`config.mk`:
```
export PLATFORM = sky130hd
export DESIGN_NAME = trigger_edge_acq
export DESIGN_NICKNAME = d
export VERILOG_FILES = /design/src/rtl/trigger_edge_acq.sv
export SDC_FILE = /design/constraint.sdc
export NUM_CORES = 1
export LEC_CHECK = 0
export CAP_MARGIN = 20
export CORE_MARGIN = 8
export CORE_UTILIZATION = 48
export CTS_CLUSTER_SIZE = 8
export DETAILED_ROUTE_END_ITERATION = 8
export PLACE_DENSITY_LB_ADDON = 0.1
export SETUP_SLACK_MARGIN = 0.1
export SYNTH_ARGS = -nofsm -noshare
export SYNTH_HDL_FRONTEND = slang
export SYNTH_SLANG_ARGS = --single-unit
```
`constraint.sdc`:
```
create_clock -name clk -period 3.9 [get_ports clk]
set_input_delay 0.39 -clock clk [delete_from_list [all_inputs] [get_ports clk]]
set_output_delay 0.39 -clock clk [all_outputs]
set_load 0.02 [all_outputs]
```
`src/rtl/trigger_edge_acq.sv`:
```
// rtl/trigger_edge_acq.sv - edge/level acquisition trigger with hysteresis, confirmation and holdoff
// Qualifies a sample stream against a level and reports the address of the first qualifying sample.
module trigger_edge_acq #(
  parameter int DATA_WIDTH = 16,
  parameter int ADDR_WIDTH = 32,
  parameter int SIGNED     = 0,
  parameter int CONFIRM_W  = 8,
  parameter int HOLDOFF_W  = 16
) (
  input  logic                  clk,
  input  logic                  rst,
  input  logic                  cfg_enable,
  input  logic [1:0]            cfg_mode,
  input  logic [DATA_WIDTH-1:0] cfg_level,
  input  logic [DATA_WIDTH-1:0] cfg_hyst,
  input  logic [CONFIRM_W-1:0]  cfg_confirm,
  input  logic [HOLDOFF_W-1:0]  cfg_holdoff,
  input  logic                  cfg_auto_rearm,
  input  logic                  cfg_rearm,
  input  logic                  in_valid,
  input  logic [DATA_WIDTH-1:0] in_data,
  input  logic [ADDR_WIDTH-1:0] in_addr,
  output logic                  trig_pulse,
  output logic [ADDR_WIDTH-1:0] trig_addr,
  output logic [15:0]           trig_count,
  output logic                  armed,
  output logic [2:0]            state
);

  // Two guard bits keep level +/- hyst exact before clamping to the sample range.
  localparam int EW = DATA_WIDTH + 2;
  localparam logic signed [EW-1:0] MIN_X = (SIGNED != 0) ?
      {3'b111, {(DATA_WIDTH-1){1'b0}}} : {EW{1'b0}};
  localparam logic signed [EW-1:0] MAX_X = (SIGNED != 0) ?
      {3'b000, {(DATA_WIDTH-1){1'b1}}} : {2'b00, {DATA_WIDTH{1'b1}}};
  localparam logic [CONFIRM_W:0]   Q_ONE = {{CONFIRM_W{1'b0}}, 1'b1};
  localparam logic [HOLDOFF_W-1:0] H_ONE = {{(HOLDOFF_W-1){1'b0}}, 1'b1};

  typedef enum logic [2:0] {
    IDLE = 3'd0,
    ARM  = 3'd1,
    QUAL = 3'd2,
    HOLD = 3'd3,
    DONE = 3'd4
  } state_t;

  state_t                state_q;
  logic                  pre_r_q;
  logic                  pre_f_q;
  logic                  dir_q;
  logic [CONFIRM_W-1:0]  qcnt_q;
  logic [HOLDOFF_W-1:0]  hcnt_q;
  logic [ADDR_WIDTH-1:0] cand_addr_q;
  logic [ADDR_WIDTH-1:0] trig_addr_q;
  logic [15:0]           trig_count_q;
  logic                  trig_pulse_q;

  logic signed [EW-1:0] data_x;
  logic signed [EW-1:0] level_x;
  logic signed [EW-1:0] hyst_x;
  logic signed [EW-1:0] lo_raw;
  logic signed [EW-1:0] hi_raw;
  logic signed [EW-1:0] th_lo;
  logic signed [EW-1:0] th_hi;

  assign data_x  = (SIGNED != 0) ? {{2{in_data[DATA_WIDTH-1]}}, in_data}
                                 : {2'b00, in_data};
  assign level_x = (SIGNED != 0) ? {{2{cfg_level[DATA_WIDTH-1]}}, cfg_level}
                                 : {2'b00, cfg_level};
  assign hyst_x  = {2'b00, cfg_hyst};
  assign lo_raw  = level_x - hyst_x;
  assign hi_raw  = level_x + hyst_x;
  assign th_lo   = (lo_raw < MIN_X) ? MIN_X : lo_raw;
  assign th_hi   = (hi_raw > MAX_X) ? MAX_X : hi_raw;

  logic hi_cand;
  logic lo_cand;
  logic below;
  logic above;
  logic rise_en;
  logic fall_en;
  logic lvl_en;
  logic cand_r;
  logic cand_f;
  logic arm_cand;
  logic qual_ok;
  logic [CONFIRM_W:0] tgt;
  logic [CONFIRM_W:0] qnext;
  logic fire;
  logic [ADDR_WIDTH-1:0] fire_addr;

  assign hi_cand = data_x >= level_x;
  assign lo_cand = data_x <= level_x;
  assign below   = data_x < th_lo;
  assign above   = data_x > th_hi;

  assign rise_en = (cfg_mode == 2'b00) || (cfg_mode == 2'b10);
  assign fall_en = (cfg_mode == 2'b01) || (cfg_mode == 2'b10);
  assign lvl_en  = (cfg_mode == 2'b11);

  // Candidates use the registered flags so a precondition always comes from an earlier sample.
  assign cand_r   = hi_cand && (lvl_en || (rise_en && pre_r_q));
  assign cand_f   = lo_cand && fall_en && pre_f_q;
  assign arm_cand = cand_r || cand_f;
  assign qual_ok  = dir_q ? cand_f : cand_r;

  assign tgt   = (cfg_confirm == '0) ? Q_ONE : {1'b0, cfg_confirm};
  assign qnext = {1'b0, qcnt_q} + Q_ONE;

  assign fire = in_valid &&
                (((state_q == ARM) && arm_cand && (tgt == Q_ONE)) ||
                 ((state_q == QUAL) && qual_ok && (qnext >= tgt)));
  assign fire_addr = (state_q == ARM) ? in_addr : cand_addr_q;

  always_ff @(posedge clk) begin
    if (rst) begin
      state_q      <= IDLE;
      pre_r_q      <= 1'b0;
      pre_f_q      <= 1'b0;
      dir_q        <= 1'b0;
      qcnt_q       <= '0;
      hcnt_q       <= '0;
      cand_addr_q  <= '0;
      trig_addr_q  <= '0;
      trig_count_q <= '0;
      trig_pulse_q <= 1'b0;
    end else begin
      trig_pulse_q <= 1'b0;
      if (!cfg_enable) begin
        state_q <= IDLE;
        pre_r_q <= 1'b0;
        pre_f_q <= 1'b0;
        qcnt_q  <= '0;
        hcnt_q  <= '0;
      end else if (fire) begin
        trig_pulse_q <= 1'b1;
        trig_addr_q  <= fire_addr;
        if (trig_count_q != 16'hFFFF) begin
          trig_count_q <= trig_count_q + 16'd1;
        end
        pre_r_q <= 1'b0;
        pre_f_q <= 1'b0;
        qcnt_q  <= '0;
        if (cfg_holdoff == '0) begin
          state_q <= cfg_auto_rearm ? ARM : DONE;
        end else begin
          state_q <= HOLD;
          hcnt_q  <= cfg_holdoff;
        end
      end else begin
        case (state_q)
          IDLE: begin
            state_q <= ARM;
            pre_r_q <= 1'b0;
            pre_f_q <= 1'b0;
          end
          ARM: begin
            if (in_valid) begin
              pre_r_q <= pre_r_q | below;
              pre_f_q <= pre_f_q | above;
              if (arm_cand) begin
                state_q     <= QUAL;
                cand_addr_q <= in_addr;
                dir_q       <= ~cand_r;
                qcnt_q      <= Q_ONE[CONFIRM_W-1:0];
              end
            end
          end
          QUAL: begin
            if (in_valid) begin
              if (qual_ok) begin
                qcnt_q <= qnext[CONFIRM_W-1:0];
              end else begin
                // A failing sample restarts the search and may itself be a new precondition.
                state_q <= ARM;
                qcnt_q  <= '0;
                pre_r_q <= below;
                pre_f_q <= above;
              end
            end
          end
          HOLD: begin
            if (hcnt_q == H_ONE) begin
              state_q <= cfg_auto_rearm ? ARM : DONE;
              hcnt_q  <= '0;
            end else begin
              hcnt_q <= hcnt_q - H_ONE;
            end
          end
          DONE: begin
            if (cfg_rearm) begin
              state_q <= ARM;
              pre_r_q <= 1'b0;
              pre_f_q <= 1'b0;
            end
          end
          default: state_q <= IDLE;
        endcase
      end
    end
  end

  assign trig_pulse = trig_pulse_q;
  assign trig_addr  = trig_addr_q;
  assign trig_count = trig_count_q;
  assign armed      = (state_q == ARM) || (state_q == QUAL);
  assign state      = state_q;

endmodule

```
## Yosys cells after proc, flatten, opt, wreduce, memory -nomap -nowiden

Cells that the tools add are included.

- Eq/ne operators: 22
- Bitwise logic cells: 5
- Add/subtract/negate cells: 5
- Mux-type cells: 34
- Order comparisons: 7
- Reductions and logical operators: 31

Operators by type and width:

| operator | number |
|---|---|
| two-way mux 16 bit | 4 |
| two-way mux 8 bit | 5 |
| two-way mux 32 bit | 1 |
| two-way mux 3 bit | 9 |
| less-than comparator 17 x 18 -> 1 bit | 1 |
| two-way mux 18 bit | 1 |
| inequality test 3 bit (second input constant) | 6 |
| adder 16 x 16 -> 17 bit | 1 |
| greater-than comparator 16 x 17 -> 1 bit | 1 |
| greater-than comparator 17 x 16 -> 1 bit (second input constant) | 1 |
| less-than comparator 17 x 1 -> 1 bit (second input constant) | 1 |
| two-way mux 17 bit | 1 |
| subtractor 16 x 16 -> 17 bit | 1 |
| adder 16 x 1 -> 16 bit (second input constant) | 1 |
| == test 16 x 1 -> 1 bit (second input constant) | 1 |
| greater-or-equal comparator 16 bit | 1 |
| less-or-equal comparator 16 bit | 1 |
| zero test 16 bit | 1 |
| inequality test 16 bit (second input constant) | 1 |
| case mux 8 bit (2 select lines) | 1 |
| subtractor 16 x 1 -> 16 bit (second input constant) | 1 |
| case mux 3 bit (5 select lines) | 1 |
| inequality test 2 bit (second input constant) | 6 |
| AND reduction 5 bit | 2 |
| 25 further kinds | 54 |

- Output and inout port bits: 53
- Bits in registers: 111

## Longest topological paths before layout

Gate-level depths: netlist of the first run.

- Depth after elaboration: 12
- Depth in mapped cells: 22
- Gate-level depth less buffers: 21

## Worst setup path before layout of the first run

Ideal clock, no wire load.

- Path kind: in2reg
- From: input cfg_level[0]
- To: register pre_f_q
- Library setup time: 0.128 ns
- Setup slack: -0.192 ns
- Buffers on the path: 1
- Data required time: 3.772 ns
- Stages: 22
- Arrival: 3.965 ns
- Path through: ha_1 > inv_1 > fa_1 > o21bai_1 > a21oi_1 > o21bai_1 > a2111o_1 > a31oi_1 > nand2b_1 > a31o_2 > o31ai_1 > clkbuf_1 > nor2_1 > ha_1 > a21o_1 > a21o_1 > a21oi_1 > o21ai_0 > a21oi_1 > a41oi_1 > a22oi_1 > nor2_1

- Cells in the longest elaborated chain, start to end: 9
- Elaborated cells on any way between the ends: 25
- Classes of those cells: 1 x add/sub; 4 x order compare; 1 x eq/ne; 6 x mux; 1 x bitwise; 12 x reduce/logical

Ends and longest elaborated chain:

| what | line | source |
|---|---|---|
| start: declaration | 14 | `input logic [DATA_WIDTH-1:0] cfg_level,` |
| parallel branches: the longest is 9 deep, another holds adder 16 x 16 -> 17 bit | -- |  |
| end signal: assignment | 160 | `pre_f_q <= pre_f_q \| above;` |
| end signal: assignment | 178 | `pre_f_q <= above;` |
| end: declaration | 49 | `logic pre_f_q;` |

Parallel ways; which one is timed is not known. The select of a mux whose other input is x is not followed.
A chain may end at the register's enable or synchronous reset.

## Worst setup path after layout of the first run

- From: input cfg_level[1]
- To: register pre_f_q

The elaborated chain is that of the path after synthesis.

==> impl_metrics.env, run 1 <==
export IMPL_status="complete, no violations"
export IMPL_postLayoutCoreUtil=0.679
export IMPL_fin_ws_ns=0.258
export IMPL_grt_setup_unrepaired="yes"
export IMPL_instances_no_fill=1496
export IMPL_wl_per_cell_um=15.9
export IMPL_clk_latency_ns=0.37
export IMPL_fillers=1443
export IMPL_vias_per_cell=5.49
export IMPL_period_share=0.934
export IMPL_seq_area_frac_synth=0.270
export IMPL_p_leak_nw=5.08
export IMPL_grt_first_pass_wirelength_mm=39.1
export IMPL_drt_iter0_markers=401
export IMPL_numPortBuffers=164
export IMPL_max_cap_viol_count=0
export IMPL_synth_edf_count=0
export IMPL_clockRootBuffer="clkbuf_16"
export IMPL_dieHeight_um=147
export IMPL_finalPower_mw=3.00
export IMPL_drv_slew=0
export IMPL_drc=0
export IMPL_setup_violations=0
export IMPL_synthFlopType="dfxtp_1"
export IMPL_dr_pass1_iters=5
export IMPL_syn_num_nets=1225
export IMPL_htree_levels=3
export IMPL_diodes=0
export IMPL_vias=8211
export IMPL_antenna_found_initial=0
export IMPL_worstSetupStartpointType="input pin"
export IMPL_clock_path_buffers=2
export IMPL_numCtsBuffers=9
export IMPL_synth_area_top_cells="dfxtp_1 (27%), ha_1 (14%), mux2i_1 (8.6%)"
export IMPL_synth_most_common_cell="nor2_1"
export IMPL_hold_buffers=0
export IMPL_grt_start_max_net_pins=83
export IMPL_hold_path_class="register to register"
export IMPL_die_area_sq_um=21600
export IMPL_critPathKind="input pin to register"
export IMPL_setup_tns_final_ns=0
export IMPL_netlist_instances=1020
export IMPL_fp_dieW_um=147
export IMPL_path_clk_slew_ns=0.08
export IMPL_drive_gt1_frac=0.165
export IMPL_synthArstFlopShare=0
export IMPL_start_util=0.483
export IMPL_cts_tree="yes"
export IMPL_placed_cell_area_sq_um=10900
export IMPL_clock_fmax_mhz=275
export IMPL_tightestPinTransition_ns=0.853
export IMPL_overflow=0
export IMPL_design_area_sq_um=11600
export IMPL_final_hold_viol_count=0
export IMPL_synth_top_area_cell="dfxtp_1"
export IMPL_num_rows=48
export IMPL_fin_crit_ns=3.64
export IMPL_wl_mm=23.9
export IMPL_critPathMaxFanout=3
export IMPL_cp_arrival_ns=3.88
export IMPL_whs_ns=0.479
export IMPL_slew_headroom=0.431
export IMPL_max_vdd_ir_drop_mv=0.221
export IMPL_p_per_area_nw_per_um2=259
export IMPL_synth_seq_cells=111
export IMPL_ys_types=64
export IMPL_ios=165
export IMPL_clock_skew_ns=0.0164
export IMPL_syn_cell_area_sq_um=8230
export IMPL_drtAntennaViolNets=0
export IMPL_placed_cells_incl_taps=1472
export IMPL_place_hpwl_mm=18.4
export IMPL_fin_nets=1471
export IMPL_grt_pass1_vias=8066
export IMPL_synth_common_cells="nor2_1 (133), dfxtp_1 (111), ha_1 (91)"
export IMPL_crit_path_end_kind="register"
export IMPL_place_congestion=0.887
export IMPL_netlist_area_leader_share=0.270
export IMPL_coreArea_sq_um=17100
export IMPL_syn_avg_cell_area_sq_um=8.07
export IMPL_numClockSinks=111
export IMPL_synth_warnings=0
export IMPL_cp_required_ns=4.14
export IMPL_track_usage=0.216
export IMPL_place_ws_ns=-0.658
export IMPL_area_growth_pct=40.7
[worst max-delay path: stages]
cell             delay (ns)
clkdlybuf4s15_1        0.20
buf_4                  0.17
ha_4                   0.26
nor2b_1                0.04
o21bai_1               0.23
a21oi_2                0.10
o211ai_1               0.30
a2111oi_2              0.14
buf_4                  0.16
nor3_1                 0.31
o31ai_2                0.12
a2111oi_1              0.41
a41o_1                 0.16
ha_1                   0.24
a21oi_1                0.15
o21ai_1                0.10
a21oi_1                0.13
a41oi_1                0.06
a22oi_1                0.16
nor2_1                 0.06
[final cells by class]
type,count,area (sq um),share of cell area
clock buffers,9,225,0.0194
inverters,71,267,0.0230
multi-input cells,790,5880,0.507
repair buffers,283,2620,0.226
clock inverters,7,93.8,0.00810
well taps,225,282,0.0243
flip-flops and latches,111,2220,0.192
[state kept, by name, indices dropped and copies added (netlist names), 3 cells and up]
signal and count:
cand_addr_q 32, trig_count 16, hcnt_q 16, qcnt_q 8, trig_addr 32, state 3
[per-layer routing]
metal / vias up / GRT usage / part of all wire / wire length [um]
li1: 4179 / - / - / -
met1: 3798 / 0.268 / 0.44 / 10500
met2: 212 / 0.355 / 0.46 / 11000
met3: 22 / 0.0667 / 0.082 / 1960
met4: 0 / 0.0581 / 0.016 / 380
met5: - / 0 / 0 / 0
[power by group]
| part | leakage [nW] | switching, mW | internal, mW |
|---|---|---|---|
| Sequential | 0.894 | 0.00284 | 1.13 |
| Clock | 0.155 | 0.510 | 0.475 |
| Combinational | 4.04 | 0.433 | 0.447 |
[repair_timing]
item / in CTS / in global routing
setup buffers: 5 / 3
setup endpoints to repair: 2 / 2
resized for setup: 35 / 46
endpoints found under the hold margin: 0 / 0
pin swaps: 30 / 42
[final timing paths]
| path | startpoint | end | slack, ns | depth (start not counted) |
|---|---|---|---|---|
| worst min register to register | hcnt_q[4] | hcnt_q[4] | 0.48 | 2 |
| worst max register to register | qcnt_q[2] | trig_count[10] | 0.52 | 12 |
| worst min-delay path | hcnt_q[4] | hcnt_q[4] | 0.48 | 2 |
| worst max-delay path | cfg_level[1] | pre_f_q | 0.26 | 20 |
[cells in the final DEF (no fill, tap or decap), types with 10 or more instances in the layout]
cell type	count
ha_1	83
o21ai_0	18
nor2_1	130
buf_4	112
dfxtp_1	111
o31ai_1	11
nand3_1	21
xnor2_1	21
a21oi_1	73
nor2b_1	10
mux2i_1	71
nand4_1	17
xor2_1	11
nor3_1	32
clkdlybuf4s50_1	155
or3_1	12
inv_1	64
nor4_1	10
nand2_1	55
nand2b_1	12
a21o_1	19
a211oi_1	36
[cell families (layout without fill, tap and decap cells)]
group           Yosys count  count (layout)  synth area share
fa+ha+maj                93              93             0.143
xor+xnor                 34              34            0.0362
simple gates            347             347             0.206
mux                      73              73            0.0891
buf+inv                 119             370            0.0568
flops                   111             111             0.270
compound gates          243             243             0.198
(Power assumes the default switching activity.)
==> run 2: changes to the inputs <==
Settings changed: CAP_MARGIN 20 to not set, CORE_MARGIN 8 to not set.
==> run 2 against run 1 <==
- sequential cell count is the same
- critical path depth grew 4
- global-route usage grew 4.1 points
- cell count grew 0.33%
- critical path type unchanged
- largest power group unchanged
==> impl_metrics.env, run 2 (synthesized netlist as in run 1, its figures left out) <==
export IMPL_crit_path_end_kind="register"
export IMPL_drt_iter0_markers=383
export IMPL_place_hpwl_mm=17.2
export IMPL_grt_start_max_net_pins=83
export IMPL_min_to="hcnt_q[4]"
export IMPL_layout_common_cells="clkdlybuf4s50_1 (155), nor2_1 (129), buf_4 (116)"
export IMPL_cpPeakStageDelay_ns=0.37
export IMPL_switching_power_mw=0.949
export IMPL_wl_met2_mm=10.3
export IMPL_vias=8280
export IMPL_setup_tns_final_ns=0
export IMPL_wl_mm=22.9
export IMPL_reg2reg_depth=13
export IMPL_vias_per_cell=5.52
export IMPL_fin_crit_ns=3.68
export IMPL_drt_met1_wl_mm=10.6
export IMPL_clockRootBuffer="clkbuf_16"
export IMPL_worstSetupStartpointType="input pin"
export IMPL_final_hold_viol_count=0
export IMPL_hold_path_class="register to register"
export IMPL_track_usage=0.257
export IMPL_num_rows=47
export IMPL_p_int_mw=2.07
export IMPL_drive_gt1_frac=0.170
export IMPL_layout_commonest_cell="clkdlybuf4s50_1"
export IMPL_combinationalPowerShare=0.295
export IMPL_status="complete, no violations"
export IMPL_path_clk_slew_ns=0.09
export IMPL_reg2reg_slack_ns=0.67
export IMPL_crit_reg2reg_launch="qcnt_q[2]"
export IMPL_clk_latency_ns=0.37
export IMPL_worstPathCellList="clkbuf_2 -> ha_4 -> inv_2 -> fa_2 -> o21bai_4 -> a21oi_2 -> o21bai_1 -> a2111o_1 -> a31oi_4 -> nand2b_4 -> a31o_4 -> o31ai_4 -> buf_6 -> buf_6 -> nor3b_2 -> ha_1 -> nand3_2 -> o22ai_1 -> nor2_1 -> o21ai_1 -> a21oi_1 -> a41oi_1 -> a22oi_1 -> nor2_1"
export IMPL_switching_share=0.315
export IMPL_grt_first_pass_wirelength_mm=37.1
export IMPL_grt_setup_unrepaired="yes"
export IMPL_r2r_end="trig_count[11]"
export IMPL_pwr_share_clk=0.327
export IMPL_cp_depth=24
export IMPL_numCtsBuffers=9
export IMPL_design_area_sq_um=11600
export IMPL_critPathSlowestCell="fa_2"
export IMPL_cp_required_ns=4.21
export IMPL_ios=165
export IMPL_placed_cell_area_sq_um=10900
export IMPL_cp_arrival_ns=3.99
export IMPL_numPortBuffers=164
export IMPL_path_delay_family="compound AO/OA/AOI/OAI gates"
export IMPL_area_growth_pct=41.3
export IMPL_hold_path_depth=2
export IMPL_slew_headroom=0.432
export IMPL_htree_levels=3
export IMPL_met3_length_mm=1.54
export IMPL_top_layer="met4"
export IMPL_postLayoutCoreUtil=0.699
export IMPL_place_congestion=0.884
export IMPL_max_cap_viol_count=0
export IMPL_setup_violations=0
export IMPL_fp_dieW_um=133
export IMPL_whs_ns=0.474
export IMPL_dr_pass1_iters=7
export IMPL_p_per_area_nw_per_um2=259
export IMPL_critPathMaxFanout=6
export IMPL_antenna_found_initial=3
export IMPL_clock_path_buffers=2
export IMPL_min_delay_start="hcnt_q[4]"
export IMPL_die_area_sq_um=17700
export IMPL_drv_slew=0
export IMPL_wl_per_cell_um=15.3
export IMPL_drtAntennaViolNets=0
export IMPL_finalPower_mw=3.01
export IMPL_max_vdd_ir_drop_mv=0.210
export IMPL_start_util=0.495
export IMPL_power_frac_seq=0.377
export IMPL_tightestPinTransition_ns=0.852
export IMPL_fillers=1428
export IMPL_p_leak_nw=5.12
export IMPL_fin_nets=1478
export IMPL_critPathKind="input pin to register"
export IMPL_worst_path_buf_inv=4
export IMPL_drc=0
export IMPL_clock_fmax_mhz=272
export IMPL_cts_tree="yes"
export IMPL_dieHeight_um=133
export IMPL_clock_skew_ns=0.0206
export IMPL_grt_pass1_vias=7822
export IMPL_numClockSinks=111
export IMPL_coreArea_sq_um=16600
export IMPL_period_share=0.944
export IMPL_overflow=0
[run 2: final cells by class]
cell class | count | area, sq um | area share
diodes | 3 | 7.51 | 0.000646
clock buffers | 9 | 225 | 0.0194
clock inverters | 7 | 93.8 | 0.00807
inverters | 71 | 267 | 0.0229
multi-input cells | 790 | 5870 | 0.504
flip-flops and latches | 111 | 2220 | 0.191
well taps | 220 | 275 | 0.0237
repair buffers | 290 | 2670 | 0.230
[run 2: routing by layer]
metal | vias up | GRT usage
met5 | - | 0
met4 | 0 | 0.0843
met3 | 36 | 0.0640
met2 | 223 | 0.411
met1 | 3823 | 0.335
li1 | 4198 | -
[run 2: worst max path at each step]
stage	startpoint	to	slack (ns)
global route	cfg_hyst[8]	pre_r_q	0.03
CTS	cfg_hyst[2]	pre_f_q	0.09
global placement	cfg_level[0]	pre_f_q	-0.58
finish	cfg_level[0]	pre_f_q	0.22
detailed placement	cfg_level[0]	pre_f_q	-0.66
floorplan	cfg_level[0]	pre_f_q	0.10
[run 2: worst reg2reg max path: stages (launching register included)]
cell	delay, ns
dfxtp_1	0.46
nand3_1	0.23
nor2_1	0.27
nand3_1	0.12
xnor2_1	0.16
ha_1	0.29
nand4_1	0.08
o211a_1	0.26
o31ai_4	0.18
buf_4	0.17
o311ai_2	0.10
buf_4	0.23
or4_1	0.40
a21oi_1	0.20
[run 2: what timing repair did]
item / 4_1_cts / 5_1_grt
setup endpoints to repair: 2 / 15
gates resized for setup: 30 / 46
gates cloned: 0 / 0
pin swaps: 27 / 42
hold buffers: 0 / 0
endpoints found under the hold margin: 0 / 0
setup buffers: 8 / 7
[run 2: through the flow]
| step | instances | worst slack (ns) |
|---|---|---|
| finish | 1501 | 0.219 |
| global route | 1501 | 0.0283 |
| CTS | 1491 | 0.0856 |
| detailed placement | 1467 | -0.659 |
| global placement | 1467 | -0.575 |
| floorplan | 1020 | 0.104 |
[run 2: power by group through the flow]
stage	registers, mW	logic, mW	clock network (mW)
global route	1.14	0.975	1.05
floorplan	1.16	0.446	0
CTS	1.14	0.835	1.01
finish	1.14	0.890	0.987
global placement	1.16	0.785	0
detailed placement	1.16	0.796	0
==> run 3: changes to the inputs <==
Settings changed: CORE_UTILIZATION 48 to 57.
Clock period 3.9 ns to 4.5 ns, I/O delays scaled along.
==> run 3 against run 2 <==
- clock skew decreased by 0.0090 ns
- design area decreased by 8.6%
- cell count decreased by 9.0%
- non-clock buffer count decreased by 92
- largest cell class unchanged
- highest routed layer unchanged
==> impl_metrics.env, run 3 (synthesized netlist as in run 1, its figures left out) <==
export IMPL_status="complete, no violations"
export IMPL_cpPeakStageDelay_ns=0.43
export IMPL_worstSetupStartpointType="input pin"
export IMPL_track_usage=0.290
export IMPL_fp_dieW_um=122
export IMPL_numCtsBuffers=9
export IMPL_crit_path_end_kind="register"
export IMPL_coreArea_sq_um=14000
export IMPL_drv_slew=0
export IMPL_top_layer="met4"
export IMPL_vias=7998
export IMPL_clk_latency_ns=0.36
export IMPL_critPathMaxFanout=14
export IMPL_die_area_sq_um=14900
export IMPL_numPortBuffers=164
export IMPL_cp_arrival_ns=4.50
export IMPL_met3_length_mm=1.69
export IMPL_finalPower_mw=2.50
export IMPL_critPathSlowestCell="clkdlybuf4s50_1"
export IMPL_layout_commonest_cell="clkdlybuf4s50_1"
export IMPL_vias_per_cell=5.86
export IMPL_path_clk_slew_ns=0.08
export IMPL_place_congestion=0.971
export IMPL_postLayoutCoreUtil=0.760
export IMPL_final_hold_viol_count=0
export IMPL_clock_fmax_mhz=238
export IMPL_drt_iter0_markers=476
export IMPL_worst_path_most_repeated_cell="a21o_1"
export IMPL_drt_met1_wl_mm=9.52
export IMPL_ios=165
export IMPL_hold_path_class="register to register"
export IMPL_num_rows=43
export IMPL_period_share=0.935
export IMPL_tightestPinTransition_ns=1.04
export IMPL_setup_violations=0
export IMPL_pwr_share_clk=0.345
export IMPL_combinationalPowerShare=0.260
export IMPL_numClockSinks=111
export IMPL_fin_nets=1386
export IMPL_overflow=0
export IMPL_drtAntennaViolNets=0
export IMPL_clock_path_buffers=2
export IMPL_grt_first_pass_wirelength_mm=34.7
export IMPL_worstPathCellList="clkdlybuf4s50_1 -> buf_4 -> inv_1 -> ha_1 -> inv_1 -> fa_1 -> a21o_1 -> a21oi_1 -> o21bai_1 -> a31oi_1 -> o21bai_1 -> a31o_2 -> buf_4 -> nand2_1 -> ha_1 -> a21o_1 -> a21o_1 -> a211o_1 -> o211ai_1 -> a31oi_1 -> nor2_1 -> a32oi_1 -> nor2_1"
export IMPL_drc=0
export IMPL_cts_tree="yes"
export IMPL_whs_ns=0.476
export IMPL_path_delay_family="compound AO/OA/AOI/OAI gates"
export IMPL_drive_gt1_frac=0.0734
export IMPL_reg2reg_slack_ns=0.96
export IMPL_grt_start_max_net_pins=85
export IMPL_wl_met2_mm=9.94
export IMPL_p_int_mw=1.76
export IMPL_max_cap_viol_count=0
export IMPL_antenna_found_initial=0
export IMPL_htree_levels=3
export IMPL_wl_mm=21.7
export IMPL_clock_skew_ns=0.0116
export IMPL_grt_setup_unrepaired="yes"
export IMPL_p_per_area_nw_per_um2=235
export IMPL_dr_pass1_iters=5
export IMPL_p_leak_nw=4.61
export IMPL_switching_power_mw=0.738
export IMPL_wl_per_cell_um=15.9
export IMPL_cp_required_ns=4.79
export IMPL_diodes=0
export IMPL_max_vdd_ir_drop_mv=0.233
export IMPL_area_growth_pct=29.1
export IMPL_dieHeight_um=122
export IMPL_power_frac_seq=0.395
export IMPL_fin_crit_ns=4.21
export IMPL_start_util=0.588
export IMPL_layout_common_cells="clkdlybuf4s50_1 (162), nor2_1 (131), dfxtp_1 (111)"
export IMPL_critPathKind="input pin to register"
export IMPL_switching_share=0.296
export IMPL_worst_path_buf_inv=5
export IMPL_clockRootBuffer="clkbuf_16"
export IMPL_place_hpwl_mm=15.7
export IMPL_grt_pass1_vias=7373
export IMPL_slew_headroom=0.308
==> run 3: cell types whose count changed in the layout (fill, tap and decap cells not counted), moves of 6 or more <==
cell and change:
inv_2 -6, inv_1 +6, buf_4 -87, ha_4 -8
clkdlybuf4s50_1 +7, ha_1 +10
==> run 3: per-stage QoR <==
stage | cells | cell area [sq um] | setup WS, ns | TNS [ns]
after global routing | 1366 | 10600 | 0.0394 | 0
final | 1366 | 10600 | 0.293 | 0
after detailed placement | 1346 | 10200 | -0.112 | -0.144
after floorplan | 1020 | 8230 | 0.348 | 0
after global placement | 1346 | 10200 | -0.0129 | -0.0129
after CTS | 1362 | 10500 | 0.236 | 0
==> run 3: path summary, 6_finish.rpt <==
kind / startpoint / to / cells after the start
max: cfg_level[0] / pre_r_q / 23
min reg2reg: hcnt_q[13] / hcnt_q[13] / 2
max reg2reg: qcnt_q[2] / hcnt_q[0] / 13
min: hcnt_q[13] / hcnt_q[13] / 2
==> run 3: area by class of cell <==
| type | instances | area, sq um |
|---|---|---|
| Multi-Input combinational cell | 790 | 5660 |
| Fill cell | 1088 | 3360 |
| Sequential cell | 111 | 2220 |
| Timing Repair Buffer | 198 | 1930 |
| Inverter | 71 | 267 |
| Clock buffer | 10 | 239 |
| Tap cell | 180 | 225 |
| Clock inverter | 6 | 83.8 |
==> run 3: metal layers <==
| metal | GRT usage | vias up |
|---|---|---|
| li1 | - | 4007 |
| met1 | 0.362 | 3691 |
| met2 | 0.475 | 260 |
| met3 | 0.0852 | 40 |
| met4 | 0.0983 | 0 |
| met5 | 0 | - |
==> run 3: worst register-to-register path: stages (launching register included) <==
cell      delay, ns
dfxtp_1        0.44
nand3_1        0.24
nor2_1         0.27
xor2_1         0.20
ha_1           0.27
a21oi_1        0.13
nor2b_1        0.06
o21ai_0        0.21
o211a_1        0.27
o31ai_4        0.12
buf_4          0.22
nor2_1         0.57
a221oi_1       0.17
a211oi_1       0.26
==> run 3: timing repair <==
item	4_1_cts	5_1_grt
buffers inserted	0	3
endpoints found under the setup margin	0	3
hold buffers	0	0
resized for setup	0	25
==> run 3: power by group through the flow <==
stage	Sequential, mW	Combinational (mW)	Clock (mW)
CTS	0.985	0.614	0.875
global placement	1.01	0.601	0
finish	0.985	0.650	0.862
global route	0.986	0.719	0.915
floorplan	1.01	0.379	0
detailed placement	1.01	0.608	0
